$ cat config.mk
export PLATFORM = sky130hd
export DESIGN_NAME = safe_cracker
export DESIGN_NICKNAME = d
export VERILOG_FILES = /design/src/rtl/safe_cracker.sv
export SDC_FILE = /design/constraint.sdc
export NUM_CORES = 1
export LEC_CHECK = 0
export CAP_MARGIN = 20
export CORE_MARGIN = 2
export CORE_UTILIZATION = 48
export DETAILED_ROUTE_END_ITERATION = 8
export PLACE_DENSITY_LB_ADDON = 0.05
export SLEW_MARGIN = 20
export SYNTH_ARGS = -nofsm -noshare
export SYNTH_HDL_FRONTEND = slang
export SYNTH_SLANG_ARGS = --single-unit
$ cat constraint.sdc
create_clock -name MAX10_CLK1_50 -period 2.55 [get_ports MAX10_CLK1_50]
set_input_delay 0.51 -clock MAX10_CLK1_50 [delete_from_list [all_inputs] [get_ports MAX10_CLK1_50]]
set_output_delay 0.51 -clock MAX10_CLK1_50 [all_outputs]
set_load 0.01 [all_outputs]
$ cat src/rtl/safe_cracker.sv
// Safe cracker: recovers a 10-bit code one bit at a time from popcount hints, then
// submits it and waits for the lock to open, retrying up to MAX_TRIES passes.
module safe_cracker #(
   parameter int SETTLE    = 2,
   parameter int LOCK_WAIT = 8,
   parameter int MAX_TRIES = 3
) (
   input  logic       MAX10_CLK1_50,
   input  logic       RESETN,
   input  logic       START,
   input  logic [3:0] HINT,
   input  logic       LOCKED,
   output logic [9:0] GUESS,
   output logic       ENTER,
   output logic       BUSY,
   output logic       DONE,
   output logic       FAIL,
   output logic [3:0] TRIES
);

   typedef enum logic [3:0] {
      S_IDLE, S_BASE, S_FLIP, S_WAIT, S_JUDGE, S_SUBMIT, S_LOCKWAIT, S_DONE, S_FAIL
   } state_t;

   localparam logic [7:0] SETTLE_LAST = 8'(SETTLE - 1);
   localparam logic [7:0] LOCK_LAST   = 8'(LOCK_WAIT - 1);
   localparam logic [3:0] TRIES_MAX   = 4'(MAX_TRIES);

   state_t     r_state, w_next;
   logic [9:0] r_guess;
   logic [3:0] r_idx, r_href, r_hnew, r_tries;
   logic [7:0] r_cnt;

   logic       w_settled, w_keep, w_revert, w_scan_end, w_lock_expired;
   logic       w_timeout, w_retry_fail;
   logic [3:0] w_href_next, w_tries_inc;

   // href is never 0 in JUDGE: a zero hint always routes straight to SUBMIT.
   assign w_settled      = (r_cnt == SETTLE_LAST);
   assign w_keep         = (r_hnew == r_href - 4'd1);
   assign w_revert       = (r_hnew == r_href + 4'd1);
   assign w_href_next    = w_keep ? r_hnew : r_href;
   assign w_scan_end     = (w_href_next == 4'd0) || (r_idx == 4'd9);
   assign w_lock_expired = LOCKED && (r_cnt == LOCK_LAST);
   assign w_timeout      = ((r_state == S_JUDGE) && !w_keep && !w_revert) ||
                           ((r_state == S_LOCKWAIT) && w_lock_expired);
   assign w_tries_inc    = r_tries + 4'd1;
   assign w_retry_fail   = (w_tries_inc == TRIES_MAX);

   // NOTE: async reset in the sensitivity list, and <= for every register so all
   // state updates see pre-edge values regardless of statement order.
   always_ff @(posedge MAX10_CLK1_50 or negedge RESETN) begin
      if (!RESETN) r_state <= S_IDLE;
      else         r_state <= w_next;
   end

   // NOTE: default assignment first so no path through the case infers a latch.
   always_comb begin
      w_next = r_state;
      unique case (r_state)
         S_IDLE:     if (START) w_next = S_BASE;
         S_BASE:     if (w_settled) w_next = !(|HINT) ? S_SUBMIT : S_FLIP;
         S_FLIP:     w_next = S_WAIT;
         S_WAIT:     if (w_settled) w_next = S_JUDGE;
         S_JUDGE:    if (w_timeout)       w_next = w_retry_fail ? S_FAIL : S_BASE;
                     else if (w_scan_end) w_next = S_SUBMIT;
                     else                 w_next = S_FLIP;
         S_SUBMIT:   w_next = S_LOCKWAIT;
         S_LOCKWAIT: if (!LOCKED)        w_next = S_DONE;
                     else if (w_timeout) w_next = w_retry_fail ? S_FAIL : S_BASE;
         S_DONE,
         S_FAIL:     if (!START) w_next = S_IDLE;
         default:    w_next = S_IDLE;
      endcase
   end

   always_ff @(posedge MAX10_CLK1_50 or negedge RESETN) begin
      if (!RESETN) begin
         r_guess <= '0;
         r_idx   <= '0;
         r_href  <= '0;
         r_hnew  <= '0;
         r_tries <= '0;
         r_cnt   <= '0;
      end else begin
         // Counter restarts on every state change and only runs in timed states.
         if ((w_next == r_state) && (r_state inside {S_BASE, S_WAIT, S_LOCKWAIT}))
            r_cnt <= r_cnt + 8'd1;
         else
            r_cnt <= '0;

         unique case (r_state)
            S_IDLE: begin
               r_guess <= '0;
               if (START) begin
                  r_idx   <= '0;
                  r_href  <= '0;
                  r_tries <= '0;
               end
            end
            S_BASE: if (w_settled) r_href <= HINT;
            S_FLIP: r_guess[r_idx] <= ~r_guess[r_idx];
            S_WAIT: if (w_settled) r_hnew <= HINT;
            S_JUDGE: begin
               if (w_timeout) begin
                  r_tries <= w_tries_inc;
                  if (!w_retry_fail) begin
                     r_guess <= '0;
                     r_idx   <= '0;
                  end
               end else begin
                  r_href <= w_href_next;
                  if (w_revert) r_guess[r_idx] <= ~r_guess[r_idx];
                  if (!w_scan_end) r_idx <= r_idx + 4'd1;
               end
            end
            S_LOCKWAIT: begin
               if (w_timeout) begin
                  r_tries <= w_tries_inc;
                  if (!w_retry_fail) begin
                     r_guess <= '0;
                     r_idx   <= '0;
                  end
               end
            end
            S_DONE,
            S_FAIL: if (!START) r_guess <= '0;
            default: ;
         endcase
      end
   end

   always_comb begin
      ENTER = (r_state == S_SUBMIT);
      BUSY  = !(r_state inside {S_IDLE, S_DONE, S_FAIL});
      DONE  = (r_state == S_DONE);
      FAIL  = (r_state == S_FAIL);
   end

   assign GUESS = r_guess;
   assign TRIES = r_tries;

endmodule

* After elaboration in Yosys (flattened, before gate mapping) *
Cells that the tools add are included.

word-level totals
  ROM bits = 0
  memories kept = 0
  output and inout port bits = 18
  bits in registers = 38
  logic and storage cells = 100
  bits in latches = 0
  input bits = 8
  bits in writable memories = 0

cells by class
  reduce and logical (&&, ||, !) cells = 27
  add/subtract/negate cells = 5
  multipliers = 0
  divide/modulo/power cells = 0
  mux-type cells = 35
  shifts and indexed selects = 0
  order comparisons = 2
  bitwise logic cells = 1
  eq/ne operators = 23

operators with widths
  operator                                                    count
  two-way mux 4 bit                                           17
  two-way mux 10 bit                                          5
  case mux 10 bit (5 select lines)                            1
  case mux 4 bit (8 select lines)                             1
  case mux 4 bit (3 select lines)                             2
  equality test 4 x 3 -> 1 bit, second input constant         4
  adder 4 x 1 -> 4 bit, second input constant                 3
  equality test 4 x 2 -> 1 bit, second input constant         3
  equality test 4 bit                                         3
  AND reduction 4 bit                                         3
  nonzero test 3 bit                                          4
  bitwise mux 10 bit                                          1
  != test 2 bit, second input constant                        5
  adder 8 x 1 -> 8 bit, second input constant                 1
  equality test 4 bit, second input constant                  2
  equality test 8 x 1 -> 1 bit, second input constant         1
  equality test 8 x 3 -> 1 bit, second input constant         1
  logical NOT 4 bit                                           2
  two-way mux 8 bit                                           1
  case mux 4 bit (2 select lines)                             1
  logical AND 1 bit                                           6
  two-way mux 3 bit                                           2
  != test 3 bit, second input constant                        2
  less-than comparator 4 x 5 -> 1 bit, second input constant  1
  16 further kinds                                            21

* Logic depth before layout (Yosys ltp) *
  depth in word-level cells = 12
  gate-level depth with buffers = 11
  mapped depth without buffers = 10

* Worst setup path after synthesis *
No wires, ideal clock.

  path kind = flip-flop to flip-flop
  start point = reg r_href[0]
  end point = reg r_guess[3], in the netlist GUESS[3]
  stages on the path, launching flop included = 11
  library setup time = 0.066 ns
  slack = -0.012 ns
  data required time = 2.484 ns
  arrival time = 2.496 ns
  buffers on the path = 0
  period minus slack after synthesis = 2.562 ns
  cells stage by stage = dfrtp_1 inv_1 ha_1 xnor2_1 or3_1 o2bb2ai_1 o21ai_1 a211oi_1 a21oi_1 o21ai_0 a22o_1

between the ends
  longest elaborated chain between the ends = 8
  elaborated cells on any way between the ends = 14
  those cells by class = add/sub: 2; eq/ne: 4; mux: 2; reduce/logical: 6

RTL lines
  element                                                                  RTL line  RTL
  start: declaration                                                       31        logic [3:0] r_idx, r_href, r_hnew, r_tries;
  start signal: assignment                                                 112       r_href <= w_href_next;
  subtractor 4 x 1 -> 4 bit                                                40        assign w_keep = (r_hnew == r_href - 4'd1);
  equality test 4 bit                                                      40
  logical NOT 1 bit                                                        45        assign w_timeout = ((r_state == S_JUDGE) && !w_keep && !w_revert) ||
  logical AND 1 bit (2 in series)                                          45
  logical OR 1 bit                                                         45
  two-way mux 10 bit, or another cell as far along                         105       if (w_timeout) begin
  case mux 10 bit (5 select lines) or AND reduction 4 bit (tied branches)  -
  end signal: indexed assignment                                           102       S_FLIP: r_guess[r_idx] <= ~r_guess[r_idx];
  end signal: indexed assignment                                           113       if (w_revert) r_guess[r_idx] <= ~r_guess[r_idx];
  end: declaration                                                         30        logic [9:0] r_guess;

Several ways; a longest one is shown, not always the timed one.
A chain may end at the register's enable or synchronous reset.

* Final worst setup path *
  start point = reg r_cnt[6]
  end point = reg r_cnt[0]

between the ends
  longest elaborated chain between the ends = 10
  elaborated cells on any way between the ends = 14
  those cells by class = eq/ne: 3; mux: 7; reduce/logical: 4

RTL lines
  element                            RTL line  RTL
  start: declaration                 32        logic [7:0] r_cnt;
  start signal: assignment           88        r_cnt <= r_cnt + 8'd1;
  equality test 8 x 3 -> 1 bit       44        assign w_lock_expired = LOCKED && (r_cnt == LOCK_LAST);
  logical AND 1 bit                  44
  logical AND 1 bit                  46        ((r_state == S_LOCKWAIT) && w_lock_expired);
  logical OR 1 bit                   45
  two-way mux 4 bit                  70        else if (w_timeout) w_next = w_retry_fail ? S_FAIL : S_BASE;
  two-way mux 4 bit                  69        S_LOCKWAIT: if (!LOCKED) w_next = S_DONE;
  case mux 4 bit (8 select lines) *  60        unique case (r_state)
  equality test 4 bit *              87        if ((w_next == r_state) && (r_state inside {S_BASE, S_WAIT, S_LOCKWAIT}))
  logical AND 1 bit *                87
  two-way mux 8 bit *                87

Every way passes the cells marked *; elsewhere a longest branch is shown, timed or not.

==> out/metrics.cfg <==
[cts]
cts_tree = done
cts_max_level = 2
clk_pin_slew_ns = 0.08
cts_made_buffers = 5
cts.sinks = 38
clockBufferDepth = 2
insertion_delay_ns = 0.29
clockRootBuffer = clkbuf_8

[synthesis]
synth_top_cells_by_area = dfrtp_1, nor2_1, ha_1, a22o_1, o21ai_0
seq_area_frac_synth_pct = 38.5
synth_area_mm2 = 0.00247
syn-num-nets = 291
synth_flop_cell = dfrtp_1
ys_types = 49
ys_seq_elements = 38
synth_cells = 273
avgSynthCellArea_um2 = 9.04
yosysTopAreaCell = dfrtp_1
ys_async_sr_fraction_pct = 100
ys_warn_count = 0
synth_edf_count = 0
synth_top_area_share_pct = 38.5

[grt]
overflow = 0
antenna_found_initial = 0
grt_pass1_wl_um = 9910
grtUsageTotal_pct = 22.8
grt_pass1_vias = 2092
grt_max_degree = 39

[placement]
dpl_cell_area_mm2 = 0.00297
dpl.cell_count = 386
dp_hpwl_um = 4170
globalplace.congestion = 0.909
numPortBuffers = 25

[floorplanning]
coreArea_mm2 = 0.00504
rows = 26
die_h_um = 75.7
io_pins = 26
die_width_um = 75.7
die_area_mm2 = 0.00573
initial_core_util_pct = 48.9

[pwr]
power_frac_comb_pct = 59.8
switchingPower_w = 0.00140
internal_power_w = 0.00189
p_per_area_mw_per_mm2 = 1000
peakVddDrop_uv = 422
power_frac_clock_pct = 12.1
pwr-share-seq_pct = 28.0
p_sw_share_pct = 42.6
p_leak_nw = 1.39

[sta]
fin_crit_sh_pct = 101
setup_violations = 8
rsz0062_at_grt = yes
fin_setup_tns_ns = -0.169
skew_ns = 0.00431
final_max_slew_viol_count = 0
min_period_ns = 2.58
fin_ws_ns = -0.0256
worstMarginPinSlew_ns = 0.864
holdWs_ns = 0.328
final-hold-violation-count = 0
max_slew_margin_pct = 42.4
fmax_ghz = 0.388

[detailed_routing]
detail-route-antenna-nets = 0
wire_per_inst_um = 15.0
drt_pass1_iterations = 4
via_count = 2224
drtIter0Drc = 193
via_per_inst = 5.59
route.detailed.drc = 0
routed_wl_um = 5970

[run]
timing.max_cap.violations = 0

[finish]
final_cells = 398
area_delta_synth_final_pct = 33.1
layout.nets = 346
layout-drive-gt1-share_pct = 26.5
diodes = 0
finalInstanceArea_mm2 = 0.00328

[critical_path]
critPathArrivalTime_ns = 2.80
worstPathMaxFanout = 8
critPathKind = reg2reg
start_kind = flip-flop
worstPathRequired_ns = 2.77
end_kind = flip-flop

[run_status]
status = finished with violations
violations = setup timing

[hold_path]
hold_path.class = in2async

## synth_stat cells, types with 2 or more instances
| master | count |
|---|---|
| dfrtp_1 | 38 |
| nor2_1 | 37 |
| o21ai_0 | 21 |
| nand2_1 | 16 |
| a22o_1 | 14 |
| nor3_1 | 14 |
| a21oi_1 | 13 |
| inv_1 | 11 |
| nand3_1 | 11 |
| ha_1 | 10 |
| xnor2_1 | 7 |
| and3_1 | 5 |
| clkbuf_1 | 5 |
| mux2_2 | 5 |
| xor2_1 | 5 |
| and2_1 | 4 |
| nand2b_1 | 4 |
| buf_2 | 3 |
| nor2b_1 | 3 |
| nor4_1 | 3 |
| o22ai_1 | 3 |
| or3_1 | 3 |
| or4b_1 | 3 |
| a21oi_2 | 2 |
| a31o_2 | 2 |
| a31oi_1 | 2 |
| mux2i_1 | 2 |
| mux4_2 | 2 |
| o211ai_1 | 2 |
| o21a_1 | 2 |
| o2bb2ai_1 | 2 |
| xor3_1 | 2 |
## per-layer routing
metal,wire length [µm],vias to the layer above,track usage (%),part of all wire [%]
met1,2770,1059,32.3,46
met2,2850,54,36.5,48
li1,-,1104,-,-
met5,0,-,0,0
met4,64,0,6.24,1.1
met3,281,7,3.70,4.7
## critical path, cell delays in order (launching register included)
cell      delay (ns)
dfrtp_1         0.40
or4_4           0.54
or4b_4          0.50
a21oi_2         0.11
o211ai_1        0.11
a21oi_2         0.17
o211ai_1        0.15
a211o_4         0.44
nor2_2          0.10
## state kept, by name (all words and copies together) (netlist names)
name,count
r_href,4
TRIES,4
GUESS,10
r_hnew,4
r_cnt,8
r_state,4
r_idx,4
## stage by stage
stage	setup slack [ns]	power, W	util, %
final	-0.0256	0.00329	65.1
after global routing	-0.145	0.00356	65.1
after CTS	-0.0524	0.00298	61.4
after detailed placement	-0.438	0.00252	58.9
after global placement	-0.373	0.00252	58.9
after floorplan	0.000284	0.00198	-
## area by class of cell
cell class / instances / area [µm²]
Clock inverter: 2 / 10.0
Sequential cell: 38 / 951
Clock buffer: 5 / 68.8
Tap cell: 70 / 87.6
Multi-Input combinational cell: 215 / 1640
Timing Repair Buffer: 57 / 489
Inverter: 11 / 41.3
Fill cell: 431 / 1760
## cell usage in the layout, fill, tap and decap left out, drive strengths merged, types with 2 or more instances in the layout
master,n
or4b,3
a31oi,2
clkdlybuf4s50,24
nor2b,3
a21oi,15
xor2,5
nor2,37
o2bb2ai,2
o211ai,2
or3,3
and2,4
clkbuf,5
xnor2,7
o21a,2
xor3,2
and3,5
clkinv,2
nand2b,4
o22ai,4
mux2,5
nand3,11
a31o,2
dfrtp,38
mux4,2
nand2,16
a22o,14
nor4,4
ha,10
inv,11
o21ai,22
nor3b,2
buf,33
nor3,14
mux2i,2
## worst paths after layout
check,slack (ns),cells past startpoint,from,to
max,-0.03,8,r_cnt[6],r_cnt[0]
min,0.33,1,RESETN,r_href[0]
max reg2reg,-0.03,8,r_cnt[6],r_cnt[0]
min reg2reg,0.50,1,r_cnt[0],r_cnt[0]
max in group asynchronous,1.68,1,RESETN,r_cnt[3]
min in group MAX10_CLK1_50,0.50,1,r_cnt[0],r_cnt[0]
## cell families (layout without fill, tap and decap cells)
logic type	count (synthesis)	after routing	share of synthesized area, %
fa+ha+maj	10	10	5.07
flops	38	38	38.5
xor+xnor	14	14	6.19
mux	9	9	4.92
compound gates	71	71	19.2
simple gates	111	111	22.9
buf+inv	20	75	3.19
## power by group through the flow
stage / clock network (W) / logic, W / registers, W
floorplan: 0 / 0.00111 / 0.000872
global placement: 0 / 0.00160 / 0.000918
detailed placement: 0 / 0.00160 / 0.000920
CTS: 0.000412 / 0.00165 / 0.000910
global route: 0.000446 / 0.00216 / 0.000954
finish: 0.000400 / 0.00197 / 0.000923
## timing repair
| action | 4_1_cts | 5_1_grt |
|---|---|---|
| hold buffers | 0 | 0 |
| hold endpoints to repair | 0 | 0 |
| endpoints found under the setup margin | 16 | 32 |
| pin swaps | 12 | 7 |
| gates cloned | 0 | 0 |
| gates resized for setup | 9 | 36 |
| buffers inserted | 3 | 3 |
(Power assumes the default switching activity.)
